**src/rtl/mem_arb_pkg.sv**
```systemverilog
// Shared types and constants for the unified instruction/data memory arbiter.
// Response-owner encodings, the no-store lane code and the default starvation limit.
package mem_arb_pkg;

  typedef enum logic [1:0] {
    IDLE  = 2'd0,
    I_RSP = 2'd1,
    D_RSP = 2'd2
  } owner_e;

  localparam logic [2:0] STORE_NONE = 3'b000;

  localparam int unsigned DEF_STARVE_LIMIT = 4;

endpackage

```
**src/rtl/arb_starve_counter.sv**
```systemverilog
// Counts consecutive ties lost by fetch.
// Raises force_i once fetch has lost STARVE_LIMIT ties in a row.
module arb_starve_counter
  import mem_arb_pkg::*;
#(
  parameter int unsigned STARVE_LIMIT = DEF_STARVE_LIMIT,
  localparam int unsigned CW = $clog2(STARVE_LIMIT + 1)
) (
  input  logic          clk,
  input  logic          reset,
  input  logic          both_req,
  input  logic          i_won,
  input  logic          i_req,
  output logic [CW-1:0] starve_cnt,
  output logic          force_i
);

  localparam logic [CW-1:0] LIM = CW'(STARVE_LIMIT);

  logic [CW-1:0] cnt_q, cnt_d;

  always_comb begin
    cnt_d = cnt_q;
    if (!i_req || i_won) begin
      cnt_d = '0;
    end else if (both_req && (cnt_q < LIM)) begin
      cnt_d = cnt_q + CW'(1);
    end
  end

  always_ff @(posedge clk) begin
    if (reset) begin
      cnt_q <= '0;
    end else begin
      cnt_q <= cnt_d;
    end
  end

  assign starve_cnt = cnt_q;
  assign force_i    = (cnt_q == LIM);

endmodule

```
**src/rtl/unified_mem_arbiter.sv**
```systemverilog
// Shares one single-port memory between fetch and load/store.
// Data wins ties; the starvation counter force-grants fetch.
module unified_mem_arbiter
  import mem_arb_pkg::*;
#(
  parameter int unsigned WORD_LENGTH  = 32,
  parameter int unsigned STARVE_LIMIT = DEF_STARVE_LIMIT
) (
  input  logic                   clk,
  input  logic                   reset,
  input  logic                   i_req,
  input  logic [WORD_LENGTH-1:0] i_addr,
  output logic                   i_gnt,
  output logic                   i_rvalid,
  output logic [WORD_LENGTH-1:0] i_rdata,
  input  logic                   d_req,
  input  logic [WORD_LENGTH-1:0] d_addr,
  input  logic [WORD_LENGTH-1:0] d_wdata,
  input  logic [2:0]             d_we,
  output logic                   d_gnt,
  output logic                   d_rvalid,
  output logic [WORD_LENGTH-1:0] d_rdata,
  output logic [WORD_LENGTH-1:0] mem_address,
  output logic [WORD_LENGTH-1:0] mem_write_data,
  output logic [2:0]             mem_write_enable,
  output logic                   mem_read_enable,
  input  logic [WORD_LENGTH-1:0] mem_data_out
);

  localparam int unsigned CW = $clog2(STARVE_LIMIT + 1);

  logic          force_i;
  logic [CW-1:0] starve_cnt;
  logic          d_load;

  owner_e owner_q, owner_d;

  logic [WORD_LENGTH-1:0] i_rdata_q;
  logic [WORD_LENGTH-1:0] d_rdata_q;

  arb_starve_counter #(
    .STARVE_LIMIT(STARVE_LIMIT)
  ) u_cnt (
    .clk       (clk),
    .reset     (reset),
    .both_req  (i_req && d_req),
    .i_won     (i_gnt),
    .i_req     (i_req),
    .starve_cnt(starve_cnt),
    .force_i   (force_i)
  );

  // Grants are void while reset is held.
  always_comb begin
    i_gnt = 1'b0;
    d_gnt = 1'b0;
    if (!reset) begin
      i_gnt = i_req && (!d_req || force_i);
      d_gnt = d_req && !(i_req && force_i);
    end
  end

  assign d_load = (d_we == STORE_NONE);

  always_comb begin
    mem_address      = '0;
    mem_write_data   = '0;
    mem_write_enable = STORE_NONE;
    mem_read_enable  = 1'b0;
    unique case (1'b1)
      i_gnt: begin
        mem_address     = i_addr;
        mem_read_enable = 1'b1;
      end
      d_gnt: begin
        mem_address      = d_addr;
        mem_write_data   = d_wdata;
        mem_write_enable = d_we;
        mem_read_enable  = d_load;
      end
      default: ;
    endcase
  end

  always_comb begin
    owner_d = IDLE;
    unique case (1'b1)
      i_gnt:   owner_d = I_RSP;
      d_gnt:   owner_d = D_RSP;
      default: owner_d = IDLE;
    endcase
  end

  always_ff @(posedge clk) begin
    if (reset) begin
      owner_q   <= IDLE;
      i_rdata_q <= '0;
      d_rdata_q <= '0;
    end else begin
      owner_q <= owner_d;
      if (i_gnt) begin
        i_rdata_q <= mem_data_out;
      end
      if (d_gnt && d_load) begin
        d_rdata_q <= mem_data_out;
      end
    end
  end

  // A pending response is dropped as soon as reset rises.
  assign i_rvalid = !reset && (owner_q == I_RSP);
  assign d_rvalid = !reset && (owner_q == D_RSP);
  assign i_rdata  = i_rdata_q;
  assign d_rdata  = d_rdata_q;

endmodule
```
**config.mk**
```make
export PLATFORM = sky130hd
export DESIGN_NAME = unified_mem_arbiter
export DESIGN_NICKNAME = d
export VERILOG_FILES = /design/src/rtl/mem_arb_pkg.sv /design/src/rtl/arb_starve_counter.sv /design/src/rtl/unified_mem_arbiter.sv
export SDC_FILE = /design/constraint.sdc
export NUM_CORES = 1
export LEC_CHECK = 0
export ABC_AREA = 0
export CAP_MARGIN = 20
export CORE_MARGIN = 4
export CORE_UTILIZATION = 31
export CTS_CLUSTER_DIAMETER = 60
export DETAILED_ROUTE_END_ITERATION = 7
export PLACE_DENSITY = 0.79
export SYNTH_ARGS = -nofsm -noshare
export SYNTH_HDL_FRONTEND = slang
export SYNTH_SLANG_ARGS = --single-unit
```
**constraint.sdc**
```tcl
create_clock -name clk -period 1.7 [get_ports clk]
set_clock_uncertainty 0.2 [all_clocks]
set_input_delay 0.17 -clock clk [delete_from_list [all_inputs] [get_ports clk]]
set_output_delay 0.17 -clock clk [all_outputs]
set_load 0.01 [all_outputs]
```
* Word level (Yosys, flattened, before mapping) *
Cells that the tools add are included.

storage, ports and cells
  register bits after elaboration = 69

operators by class
  equal/unequal tests = 3
  multiplexer cells = 7
  reduce and logical (&&, ||, !) cells = 16
  add/sub/neg operators = 1
  order comparisons = 1

operators by type and width
  kind                   number
  $pmux W32 S2           1
  $mux W32               1
  $logic_and A1 B1 Y1    8
  $logic_not A1 Y1       4
  $pmux W2 S2            1
  $add A3 B1 Y3 const B  1
  $eq A3 B3 Y1 const B   1
  $logic_not A3 Y1       1
  $lt A3 B3 Y1 const B   1
  $mux W3                1
  $eq A2 B1 Y1 const B   1
  $eq A2 B2 Y1 const B   1
  $logic_or A1 B1 Y1     2
  $mux W1                2
  $pmux W1 S2            1
  $reduce_or A2 Y1       1

* Longest topological paths before layout *
  depth in word-level cells = 6
  gate-level depth with buffers = 7
  depth with buffers taken out = 5

* Cells and area by module *
A second synthesis with hierarchy kept.

second synthesis, totals
  cell total of the unflattened synthesis = 362
  area, all modules = 3,417.0 sq um

modules (own cells, without submodules)
  module               area each (sq um)  cells an instance  times used
  unified_mem_arbiter  3,264.4            346                1
  arb_starve_counter   152.6              16                 1

* Worst setup path before layout *
OpenSTA, ideal clock, no wires.

  kind = flip-flop to output port
  start point = register u_cnt.cnt_q[0], in the netlist u_cnt.starve_cnt[0]
  end point = output port mem_address[11]
  data required time = 1.330 ns
  arrival = 1.517 ns
  cell stages (with the launch flop) = 8
  buffers on the path = 2
  slack = -0.187 ns
  cells stage by stage = dfxtp_1 inv_1 ha_1 and3_4 buf_6 nor3_4 buf_6 a22o_1

on the way
  cells in the longest elaborated chain, start to end = 6

RTL lines
  element                 RTL line                   source
  start, declared         arb_starve_counter.sv:20   logic [CW-1:0] cnt_q, cnt_d;
  start signal, assigned  arb_starve_counter.sv:35   cnt_q <= cnt_d;
  $eq A3 B3 Y1            arb_starve_counter.sv:40   assign force_i = (cnt_q == LIM);
  $logic_and A1 B1 Y1     unified_mem_arbiter.sv:59  d_gnt = d_req && !(i_req && force_i);
  $logic_not A1 Y1        unified_mem_arbiter.sv:59
  $logic_and A1 B1 Y1     unified_mem_arbiter.sv:59
  $mux W1                 unified_mem_arbiter.sv:57  if (!reset) begin
  net d_gnt               unified_mem_arbiter.sv:20  output logic d_gnt,
  $pmux W32 S2            unified_mem_arbiter.sv:70  unique case (1'b1)
  end, declared           unified_mem_arbiter.sv:23  output logic [WORD_LENGTH-1:0] mem_address,

The timed path passes the listed nets, and every way through them passes these cells.

* Worst setup path after layout *
  start point = register u_cnt.cnt_q[1], in the netlist u_cnt.starve_cnt[1]
  end point = output port mem_address[4]

on the way
  cells in the longest elaborated chain, start to end = 6

RTL lines
  element              RTL line
  $eq A3 B3 Y1 (*)     arb_starve_counter.sv:40
  $logic_and A1 B1 Y1  unified_mem_arbiter.sv:59
  $logic_not A1 Y1     unified_mem_arbiter.sv:59
  $logic_and A1 B1 Y1  unified_mem_arbiter.sv:59
  $mux W1              unified_mem_arbiter.sv:57
  $pmux W32 S2 (*)     unified_mem_arbiter.sv:70

Mark *: on every way between the ends. The rest lies on a longest branch, timed or not.

==> flow_summary.yaml <==
synth:
  synth_cell_type_count: 28
  synth_cells: 372
  yosys_warnings: 0
  syn_area_um2: 3490
  synth_nets: 509
  postSynthAreaPerCell_um2: 9.38
  synth_seq_cells: 69
  yosysSeqAreaShare: 0.396
min_path:
  hp-start: "reset"
  min_path_cells: 4
  hold_class: "in2reg"
drt:
  wirelength_mm: 18.7
  avgRoutedWirePerCell_um: 22.6
  vias: 4463
  drtPass1Iterations: 4
  ant_nets: 0
  initialDrtViolationCount: 268
  vias_per_cell: 5.40
  drc: 0
clocking:
  clock-sinks: 69
  worstSkewPairLatency_ns: 0.32
  clockRootBuffer: "clkbuf_16"
  cts_buffer_depth: 2
  cts_tree: "done"
  cts_buffers: 9
  clk_pin_slew_ns: 0.05
  htree_levels: 3
  postCtsHoldBufs: 0
pwr:
  peakVddDrop_mv: 0.515
  combPwrFrac: 0.234
  power_leakage_nw: 3.33
  powerDensity_nw_per_um2: 681
  p_sw_mw: 1.20
  p_int_mw: 3.83
  clockPowerShare: 0.424
  power_frac_seq: 0.341
  p_sw_frac: 0.238
die:
  start_util: 0.319
  core-area_um2: 10900
  rows: 38
  die_area_um2: 13000
  die_w_um: 114
  die_h_um: 114
  io-pin-count: 271
global_route:
  grt_use_met1: 0.298
  grt_use_total: 0.271
  grt_antenna_before_repair: 0
  grt_pass1_vias: 4636
  busiest_layer: "met2"
  gr-usage-met3: 0.0840
  grtUsageMet2: 0.493
  gr-total-overflow: 0
  grt_max_degree: 34
  grt_first_pass_wirelength_mm: 27.5
timing:
  tns_ns: -40.98
  slew_headroom: 0.703
  hold_violations: 0
  period_share: 1.31
  fmax_ghz: 0.448
  fin_crit_ns: 2.23
  slew_viol_final: 0
  rsz0062_at_grt: "true"
  worst_slack_ns: -0.533
  setup_viol: 129
  worstMarginPinSlew_ns: 0.445
worst_setup_path:
  end_kind: "primary output"
  critical_path_required_ns: 1.33
  critPathMaxFanout: 5
  crit_path_start_kind: "flip-flop"
  cp-startpoint: "u_cnt.starve_cnt[1]"
  worstSetupPathType: "reg2out"
  rrSetupSlack_ns: -0.49
  r2r_cells: 10
  r2r_start: "u_cnt.starve_cnt[1]"
  worstPathArrival_ns: 1.86
layout:
  antenna_cells: 0
  post-route-util: 0.676
  layout_common_cells: "clkdlybuf4s50_1 (197), dfxtp_1 (67), buf_2 (55), buf_4 (41), nor2b_1 (33)"
  drive_gt1_frac: 0.319
  final_common_cell: "clkdlybuf4s50_1"
  n_fill_cell: 868
  nNetsFinal: 820
  area_growth_pct: 112
  instances_no_fill: 827
run:
  drv_cap: 0
placed_design:
  hpwl_mm: 12.4
  place.gp.congestion: 0.998
  placed_cells: 771
  portBuffers: 270
  pre_cts_ws_ns: -0.650
status:
  status: "finished with violations"
  failed_checks: "negative setup slack"
[sequential cells by signal, indices dropped and copies added, names as in the netlist]
signal and count:
d_rdata 32, i_rdata 32, u_cnt.starve_cnt 3, owner_q 2
[critical path: stages (launching register included)]
cell and delay [ns]:
dfxtp_2 0.34, inv_2 0.05, ha_4 0.16, and3_4 0.18, nor3_4 0.15, buf_6 0.15
buf_12 0.11, buf_16 0.11, a22o_1 0.15, buf_2 0.13
[layer usage]
| metal | vias to the layer above | routed length (um) |
|---|---|---|
| li1 | 2025 | - |
| met1 | 2163 | 6700 |
| met2 | 235 | 9660 |
| met3 | 40 | 1670 |
| met4 | 0 | 631 |
| met5 | - | 0 |
[through the flow]
stage	total power [mW]	hold slack [ns]	area, um^2
floorplan	2.09	0.0619	3510
global placement	2.81	0.251	6490
detailed placement	2.82	0.259	6490
CTS	5.01	0.150	7160
global route	5.20	0.199	7390
finish	5.03	0.172	7390
[path summary, 6_finish.rpt]
path | endpoint
hold reg to reg | d_rdata[4]
setup reg to reg | i_rdata[18]
setup / recovery | mem_address[4]
hold / removal | owner_q[0]
[cell families after synthesis]
logic type	share of synthesized area
compound gates	0.170
fa+ha+maj	0.00717
buf+inv	0.0756
flops	0.396
mux	0.106
simple gates	0.246
[what timing repair did]
action                     CTS  global route
gates cloned                11             3
gates resized for setup    343            28
pin swaps                   10             2
buffers inserted            21            13
setup endpoints to repair  127           134
[Yosys cell counts]
master	number	area (um^2)
a21o_1	1	7.51
buf_6	6	67.6
clkbuf_2	2	10.0
a22o_1	32	280
and3_1	35	219
a21oi_2	1	8.76
a21oi_1	3	15.0
o311ai_0	2	17.5
o311ai_1	30	263
nor2b_1	34	213
clkbuf_1	18	67.6
buf_4	2	15.0
or3_4	1	11.3
nor3b_1	2	15.0
nand2b_1	2	12.5
nor2_1	3	11.3
nand2_1	33	124
inv_1	5	18.8
nand4_1	32	200
dfxtp_1	69	1380
mux2_2	32	360
and3_4	1	11.3
nand3_1	3	15.0
nor3_4	1	16.3
mux2i_1	1	10.0
nor3_1	2	10.0
ha_1	2	25.0
buf_2	17	85.1
[area by class of cell]
cell class / count / area [um^2] / area share
clock inverter: 6 / 113 / 0.0152
inverter: 5 / 18.8 / 0.00254
multi-input combinational: 253 / 2050 / 0.277
tap: 140 / 175 / 0.0237
sequential: 69 / 1380 / 0.187
clock buffer: 9 / 225 / 0.0305
timing repair buffer: 345 / 3430 / 0.464
[power groups by stage]
stage / Combinational [mW] / Sequential, mW / Clock [mW]
6_report: 1.18 / 1.72 / 2.14
4_1_cts: 1.14 / 1.71 / 2.15
5_1_grt: 1.24 / 1.72 / 2.24
2_1_floorplan: 0.314 / 1.77 / 0
3_3_place_gp: 1.06 / 1.75 / 0
3_5_place_dp: 1.07 / 1.75 / 0
(Power assumes the default switching activity.)
